[config.mk]
export PLATFORM = sky130hd
export DESIGN_NAME = uart_rx_param
export DESIGN_NICKNAME = d
export VERILOG_FILES = /design/src/rtl/uart_rx_param.sv
export SDC_FILE = /design/constraint.sdc
export NUM_CORES = 1
export LEC_CHECK = 0
export CORE_UTILIZATION = 45
export DETAILED_ROUTE_END_ITERATION = 10
export RECOVER_POWER = 100
export SETUP_SLACK_MARGIN = 0.1
export SYNTH_ARGS = -nofsm -noshare
export SYNTH_HDL_FRONTEND = slang
export SYNTH_SLANG_ARGS = --single-unit
[constraint.sdc]
create_clock -name CLK -period 3.1 [get_ports CLK]
set_input_delay 0.465 -clock CLK [delete_from_list [all_inputs] [get_ports CLK]]
set_output_delay 0.465 -clock CLK [all_outputs]
set_load 0.01 [all_outputs]
[src/rtl/uart_rx_param.sv]
// uart_rx_param: parametrised UART receiver with 2-FF synchroniser, 3-sample
// majority vote, holding register with VALID/RD handshake, framing and overrun
// flags. Optional parity check compiled in with macro UART_RX_PARITY_EN.
module uart_rx_param #(
  parameter int unsigned CLK_FREQ   = 50_000_000,
  parameter int unsigned BAUD       = 9600,
  parameter int unsigned DATA_BITS  = 8,
  parameter int unsigned OVERSAMPLE = 16,
  parameter int unsigned PARITY_ODD = 0
) (
  input  logic                 CLK,
  input  logic                 RST_N,
  input  logic                 Rx,
  input  logic                 RD,
  output logic [DATA_BITS-1:0] DI,
  output logic                 VALID,
  output logic                 enviando,
  output logic                 FRAME_ERR,
  output logic                 OVERRUN,
  output logic                 PAR_ERR
);

  localparam int unsigned DIV    = CLK_FREQ / (BAUD * OVERSAMPLE);
  localparam int unsigned DIV_W  = (DIV > 1) ? $clog2(DIV) : 1;
  localparam int unsigned OS_W   = $clog2(OVERSAMPLE);
  localparam int unsigned BIT_W  = $clog2(DATA_BITS);
  localparam int unsigned SMP_LO = OVERSAMPLE / 2 - 1;
  localparam int unsigned SMP_MD = OVERSAMPLE / 2;
  localparam int unsigned SMP_HI = OVERSAMPLE / 2 + 1;

  typedef enum logic [2:0] {
    ST_IDLE   = 3'd0,
    ST_START  = 3'd1,
    ST_DATA   = 3'd2,
    ST_PARITY = 3'd3,
    ST_STOP   = 3'd4
  } state_t;

  state_t               state_q, state_d;
  logic                 rx_s1, rx_s2;
  logic                 armed_q;
  logic [DIV_W-1:0]     div_cnt;
  logic [OS_W-1:0]      samp_cnt;
  logic [BIT_W-1:0]     bit_cnt;
  logic                 samp_a, samp_b;
  logic [DATA_BITS-1:0] shift_q;

  logic tick_c, end_bit_c, vote_c, vote_val_c, last_bit_c;
  logic shift_c, par_chk_c, load_c;

  assign tick_c     = (state_q != ST_IDLE) && (div_cnt == DIV_W'(DIV - 1));
  assign end_bit_c  = tick_c && (samp_cnt == OS_W'(OVERSAMPLE - 1));
  assign vote_c     = tick_c && (samp_cnt == OS_W'(SMP_HI));
  assign vote_val_c = (samp_a & samp_b) | (samp_a & rx_s2) | (samp_b & rx_s2);
  assign last_bit_c = (bit_cnt == BIT_W'(DATA_BITS - 1));

  // Two-stage synchroniser for the asynchronous serial line (idles high)
  always_ff @(posedge CLK or negedge RST_N) begin
    if (!RST_N) begin
      rx_s1 <= 1'b1;
      rx_s2 <= 1'b1;
    end else begin
      rx_s1 <= Rx;
      rx_s2 <= rx_s1;
    end
  end

  // FSM state register
  always_ff @(posedge CLK or negedge RST_N) begin
    if (!RST_N) state_q <= ST_IDLE;
    else        state_q <= state_d;
  end

  // FSM next-state logic
  always_comb begin
    state_d = state_q;
    case (state_q)
      ST_IDLE:   if (!rx_s2 && armed_q) state_d = ST_START;
      ST_START: begin
        if (vote_c && vote_val_c) state_d = ST_IDLE;
        else if (end_bit_c)       state_d = ST_DATA;
      end
      ST_DATA: begin
        if (end_bit_c && last_bit_c) begin
`ifdef UART_RX_PARITY_EN
          state_d = ST_PARITY;
`else
          state_d = ST_STOP;
`endif
        end
      end
`ifdef UART_RX_PARITY_EN
      ST_PARITY: if (end_bit_c) state_d = ST_STOP;
`endif
      ST_STOP:   if (vote_c) state_d = ST_IDLE;
      default:   state_d = ST_IDLE;
    endcase
  end

  // FSM output strobes: data shift, parity check and holding-register load
  always_comb begin
    shift_c   = 1'b0;
    par_chk_c = 1'b0;
    load_c    = 1'b0;
    case (state_q)
      ST_DATA:   shift_c   = vote_c;
      ST_PARITY: par_chk_c = vote_c;
      ST_STOP:   load_c    = vote_c;
      default:   ;
    endcase
  end

  // Start re-arm: the line must be seen high in IDLE before a new start edge
  always_ff @(posedge CLK or negedge RST_N) begin
    if (!RST_N)                              armed_q <= 1'b0;
    else if (state_q != ST_IDLE)             armed_q <= 1'b0;
    else if (rx_s2)                          armed_q <= 1'b1;
  end

  // Baud tick divider and per-bit sample / bit counters
  always_ff @(posedge CLK or negedge RST_N) begin
    if (!RST_N) begin
      div_cnt  <= '0;
      samp_cnt <= '0;
      bit_cnt  <= '0;
    end else begin
      if (state_q == ST_IDLE || tick_c) div_cnt <= '0;
      else                              div_cnt <= div_cnt + DIV_W'(1);

      if (state_q == ST_IDLE) samp_cnt <= '0;
      else if (tick_c)        samp_cnt <= end_bit_c ? '0 : samp_cnt + OS_W'(1);

      if (state_q != ST_DATA) bit_cnt <= '0;
      else if (end_bit_c)     bit_cnt <= bit_cnt + BIT_W'(1);
    end
  end

  // Mid-bit samples for the majority vote and LSB-first shift register
  always_ff @(posedge CLK or negedge RST_N) begin
    if (!RST_N) begin
      samp_a  <= 1'b1;
      samp_b  <= 1'b1;
      shift_q <= '0;
    end else begin
      if (tick_c && samp_cnt == OS_W'(SMP_LO)) samp_a <= rx_s2;
      if (tick_c && samp_cnt == OS_W'(SMP_MD)) samp_b <= rx_s2;
      if (shift_c) shift_q <= {vote_val_c, shift_q[DATA_BITS-1:1]};
    end
  end

`ifdef UART_RX_PARITY_EN
  localparam logic PAR_SENSE = 1'(PARITY_ODD);
  logic par_mis_q;

  // Parity mismatch latched at the parity-bit vote
  always_ff @(posedge CLK or negedge RST_N) begin
    if (!RST_N)         par_mis_q <= 1'b0;
    else if (par_chk_c) par_mis_q <= vote_val_c ^ (^shift_q) ^ PAR_SENSE;
  end

  // Parity error flag updated with each delivered word
  always_ff @(posedge CLK or negedge RST_N) begin
    if (!RST_N)      PAR_ERR <= 1'b0;
    else if (load_c) PAR_ERR <= par_mis_q;
  end
`else
  assign PAR_ERR = 1'b0;
`endif

  // Holding register, handshake and status flags; a new word wins over RD
  always_ff @(posedge CLK or negedge RST_N) begin
    if (!RST_N) begin
      DI        <= '0;
      VALID     <= 1'b0;
      FRAME_ERR <= 1'b0;
      OVERRUN   <= 1'b0;
      enviando  <= 1'b0;
    end else begin
      enviando <= (state_d != ST_IDLE);
      if (load_c) begin
        DI        <= shift_q;
        VALID     <= 1'b1;
        FRAME_ERR <= !vote_val_c;
        OVERRUN   <= RD ? 1'b0 : (OVERRUN | VALID);
      end else if (RD && VALID) begin
        VALID   <= 1'b0;
        OVERRUN <= 1'b0;
      end
    end
  end

endmodule

* Word level (Yosys, flattened, before mapping)
Index checks and enable logic that the tools add are counted.
Storage, ports and cells: register bits after elaboration 44, output and inout port bits 13, word-level logic and storage cells 73
Cells by class: equality and inequality tests 10, multiplexer cells 20, add/sub/neg operators 3, reductions and logical operators 19, bitwise gates (word level) 6
Operators with widths (count):
- 3-bit two-way mux | 7
- 4-bit equality test, second input constant | 3
- 4-bit two-way mux | 3
- 3-bit case mux with 4 select lines | 1
- 9-bit by 1-bit adder with 9-bit output, second input constant | 1
- 9-bit equality test, second input constant | 1
- 1-bit logical AND | 9
- 9-bit two-way mux | 1
- 1-bit two-way mux | 8
- 2-bit nonzero test | 4
- 3-bit equality test, second input constant | 2
- 3-bit nonzero test | 2
- 4-bit by 1-bit adder with 4-bit output, second input constant | 1
- 4-bit by 3-bit equality test with 1-bit output, second input constant | 1
- 3-bit by 1-bit adder with 3-bit output, second input constant | 1
- 1-bit AND | 3
- 3-bit by 1-bit equality test with 1-bit output, second input constant | 1
- 3-bit by 2-bit equality test with 1-bit output, second input constant | 1
- 3-bit zero test | 1
- 3-bit by 2-bit inequality test with 1-bit output, second input constant | 1
- 1-bit OR | 3
- 1-bit zero test | 2
- 1-bit logical OR | 1

* Depth between registers and ports, before layout
depth after elaboration 7, depth in mapped cells 7

* Least setup slack after synthesis
No wires, ideal clock.
path type reg-to-reg, start reg div_cnt[0], end reg samp_a, clock period less this slack 1.940 ns, path slack 1.160 ns, data arrival time 1.858 ns, library setup time 0.082 ns, stages on the path, launching flop included 8, required time 3.018 ns, cells stage by stage dfrtp_1 > inv_1 > ha_1 > and4bb_4 > nand2_2 > buf_6 > or4_4 > mux2_4
Between the ends: cells in the longest elaborated chain, start to end 3
RTL lines:
- from (decl) | RTL line 42 | logic [DIV_W-1:0] div_cnt;
- from (signal assigned) | RTL line 128 | else div_cnt <= div_cnt + DIV_W'(1);
- 9-bit equality test | RTL line 51 | assign tick_c = (state_q != ST_IDLE) && (div_cnt == DIV_W'(DIV - 1));
- 1-bit logical AND | RTL line 51
- 1-bit logical AND | RTL line 145 | if (tick_c && samp_cnt == OS_W'(SMP_LO)) samp_a <= rx_s2;
- to (signal assigned) | RTL line 145
- to (decl) | RTL line 45 | logic samp_a, samp_b;
Every way passes these cells. A chain may end at the register's enable or synchronous reset.

* Worst setup path in the final report
start reg div_cnt[0], end reg shift_q[1]
Between the ends: cells in the longest elaborated chain, start to end 4
RTL lines:
- 9-bit equality test | RTL line 51
- 1-bit logical AND | RTL line 51
- 1-bit logical AND | RTL line 53 | assign vote_c = tick_c && (samp_cnt == OS_W'(SMP_HI));
- 1-bit two-way mux | RTL line 105 | case (state_q)
- to (signal assigned) | RTL line 147 | if (shift_c) shift_q <= {vote_val_c, shift_q[DATA_BITS-1:1]};
- to (decl) | RTL line 46 | logic [DATA_BITS-1:0] shift_q;
Every way passes these cells.

==> metrics list <==
* Area overhead of the layout relative to synthesis: 16.65%
- Die height: 68.16 um
* Core area: 0.004086 mm^2
- Post-route clock skew: 5.835 ps
- For this design the top-level I/O count stands at 17.
- Fill cells in the final layout number 354.
- Top cells by instance count after synthesis: sky130_fd_sc_hd__dfrtp_1, sky130_fd_sc_hd__nor2_1, sky130_fd_sc_hd__mux2_1, sky130_fd_sc_hd__nand2_1, sky130_fd_sc_hd__xor2_1
- Once the floorplan was initialized, standard cells occupied 48.19% of the core.
- The share of total power dissipated in the clock network is 42.8%.
- Antenna violations before repair: 0
- Static leakage: 1.126 nW
- Max-cap violations: 1
* Total instance count after detailed placement: 225
- Post-synthesis register bit count: 44
- The first detailed-routing pass ran for 4 iterations.
* Post-synthesis cell type count: 40
- Worst Setup Start Kind: register
* Number of gates given a new drive strength after cts: 0
- By area the synthesized netlist is led by sky130_fd_sc_hd__dfrtp_1, sky130_fd_sc_hd__mux2_1, sky130_fd_sc_hd__dfstp_2.
* Achievable frequency: 432.9 MHz
- Wire length of the first global-routing pass: 5499 um
- In this run the power density over the cells is 603.7 mW/mm^2.
- Clock tree from TritonCTS: done
* Required arrival time at the worst endpoint: 3270 ps
* Std cell rows: 23
* Maximum number of pins on one net before global-route repair: 45
* Number of buffers on the longest clock path: 2
- The share of synthesized area in the top cell type comes to 50.83%.
- The number of clock buffers added by TritonCTS is 5.
- Final core area utilization: 56.22%
- For this design the total switching power over the nets is 0.3165 mW.
* Final WL: 3266 um
* Critical Path Sink Type: register
- Worst Hold Class: register to register
- Clock Root Buffer: sky130_fd_sc_hd__clkbuf_8
* DRC viols: 0
- Internal power comes to 1.070 mW.
- The Yosys step of the flow raised 0 warnings.
- Setup repair after global routing left no endpoint under its margin.
* Number of buffer cells added on primary ports: 15
- Violations in the final reports: max-capacitance violations, max-slew violations
- Final sum of negative setup slack: 0 ps
- Number of design-rule violations left by the first detailed-router iteration: 60
* Clock-pin slew of the registers on the worst-case setup and hold paths: 80 ps
* Routed vias/inst: 5.429
- Die area: 0.004645 mm^2
- The final route contains 1265 vias.
- The max-slew violation total from the final report came to 45.
- At the pin with the least slew margin, the transition time is 2200 ps.
- Data arrival, critical path: 2480 ps
- Post-route clock period utilization: 74.51%
* Hold violation total from the final report: 0
- Number of nets in the layout: 193
* Post-CTS Setup Inserts: 0
* Clock latency of the later-clocked register in the worst-skew pair: 290 ps
- Final Instance Count excl. Fillers: 233
- Summed over all nets, the half-perimeter wirelength after detailed placement is 2348 um.
- Sw Ratio: 22.82%
- Type of the setup path with the least slack: register to register
* Wire per inst: 14.02 um
- In this run the mean area of a mapped cell was 12.01 um^2.
* WHS: 360.5 ps
- Routability congestion estimate: 0.7671
* Power, Total: 1.387 mW
- CTS H-tree depth: 2
- sky130_fd_sc_hd__dfrtp_1 takes more of the synthesized area than any other cell.
- Maximum fanout along the worst path: 11
- Synthesis produced 164 cells.
* Status: finished, violations left
* Maximum vdd ir drop: 229.8 uV
- Overflow after GRT: 0
* Fraction of power consumed by combinational cells: 9.8%
- Hold buffer count at CTS: 0
* Mapped Nets: 175
* Asr flop ratio synth: 100.0%
* Post-synth EDFFs: 0
- The tree built by TritonCTS fans out to 44 sinks.
- 0 antenna diodes ended up in the layout.
- Headroom to the max-slew limit came out at -46.67%.
- Measured along the x axis, the die boundary spans 68.16 um.
- Number of global-route vias before repair: 1161
- Setup violations remaining at the end of the flow were counted as 0.
* Share of power burned in registers: 47.4%
* Sequential-to-total area share from yosys stat: 56.16%
- In the synthesized netlist the dominant register cell turns out to be sky130_fd_sc_hd__dfrtp_1.
* Routed Antenna Nets: 0
- Fraction of final layout cells sized beyond drive strength 1: 9.290%
- The most common cell in the synthesized netlist is sky130_fd_sc_hd__dfrtp_1.
* Overall track demand over capacity in global routing: 16.67%
* Netlist area before placement: 0.001969 mm^2
- Clock period minus worst slack: 2310 ps
[layer usage]
| layer | vias to the layer above | part of all wire, % | GRT usage (%) |
|---|---|---|---|
| met4 | 0 | 1.7 | 7.031 |
| met5 | - | 0 | 0 |
| met2 | 24 | 48 | 25.74 |
| met1 | 624 | 46 | 21.65 |
| li1 | 611 | - | - |
| met3 | 6 | 3.9 | 5.000 |
[state kept, by name (all words and copies together) (netlist names)]
name / count
div_cnt: 9
rx_s1: 1
FRAME_ERR: 1
samp_cnt: 4
VALID: 1
armed_q: 1
shift_q: 8
bit_cnt: 3
DI: 8
samp_b: 1
rx_s2: 1
OVERRUN: 1
enviando: 1
state_q: 3
samp_a: 1
[final timing paths]
kind / startpoint / endpoint / slack [ps] / depth (start not counted)
max: div_cnt[0]$_DFF_PN0_ / shift_q[1]$_DFFE_PN0P_ / 790 / 6
min: rx_s1$_DFF_PN1_ / rx_s2$_DFF_PN1_ / 360 / 0
max reg2reg: div_cnt[0]$_DFF_PN0_ / shift_q[1]$_DFFE_PN0P_ / 790 / 6
min reg2reg: rx_s1$_DFF_PN1_ / rx_s2$_DFF_PN1_ / 360 / 0
max in group asynchronous: RST_N / state_q[2]$_DFF_PN0_ / 1030 / 1
min in group asynchronous: RST_N / div_cnt[8]$_DFF_PN0_ / 820 / 1
[area by class of cell]
type | instances | area [um^2] | share of cell area (%)
flip-flops and latches | 44 | 1106 | 48.15
repair buffers | 15 | 143.9 | 6.264
multi-input cells | 110 | 803.3 | 34.97
clock buffers | 5 | 68.82 | 2.996
inverters | 6 | 22.52 | 0.9804
well taps | 50 | 62.56 | 2.723
clock inverters | 3 | 90.09 | 3.922
[cell families after synthesis]
family / synth area share (%)
compound gates: 4.130
xor+xnor: 4.003
fa+ha+maj: 4.955
buf+inv: 2.541
flops: 56.16
mux: 11.50
other cells: 0.1904
simple gates: 16.52
[critical path, stage by stage (launching register included)]
cell	delay [ps]
sky130_fd_sc_hd__dfrtp_1	440
sky130_fd_sc_hd__inv_1	80
sky130_fd_sc_hd__ha_1	130
sky130_fd_sc_hd__and4bb_1	320
sky130_fd_sc_hd__nand2_1	240
sky130_fd_sc_hd__or3_1	600
sky130_fd_sc_hd__mux2_1	380
[layout by cell type (no fill, tap or decap), drive strengths merged]
| cell type | count |
|---|---|
| clkdlybuf4s50 | 1 |
| mux2 | 18 |
| dlygate4sd3 | 13 |
| and3 | 4 |
| maj3 | 1 |
| nor2 | 17 |
| nor3b | 1 |
| nand3 | 6 |
| nor3 | 2 |
| and4bb | 2 |
| nand4 | 5 |
| inv | 6 |
| o311ai | 2 |
| clkbuf | 6 |
| nand2 | 9 |
| o21ai | 6 |
| and3b | 1 |
| nand4b | 1 |
| a21oi | 4 |
| xnor2 | 1 |
| o31ai | 1 |
| dfstp | 4 |
| or4 | 2 |
| dfrtp | 40 |
| nand2b | 1 |
| and4 | 1 |
| o22ai | 1 |
| ha | 7 |
| bufinv | 3 |
| conb | 1 |
| xor2 | 8 |
| nand3b | 3 |
| mux2i | 2 |
| or3 | 3 |
[per-stage QoR]
| step | instance area (um^2) | worst slack [ps] |
|---|---|---|
| 2_1_floorplan | 1969 | 1160 |
| 3_3_place_gp | 2150 | 984.2 |
| 3_5_place_dp | 2150 | 959.3 |
| 4_1_cts | 2308 | 923.6 |
| 5_1_grt | 2297 | 499.1 |
| 6_report | 2297 | 790.1 |
[power groups by stage]
| stage | sequential (mW) | clock (mW) | combinational (mW) |
|---|---|---|---|
| detailed placement | 0.669 | 0 | 0.146 |
| finish | 0.657 | 0.593 | 0.137 |
| global route | 0.665 | 0.634 | 0.156 |
| global placement | 0.666 | 0 | 0.142 |
| floorplan | 0.660 | 0 | 0.0982 |
| CTS | 0.658 | 0.610 | 0.147 |
Note: power is estimated with default switching activity, not from simulation.
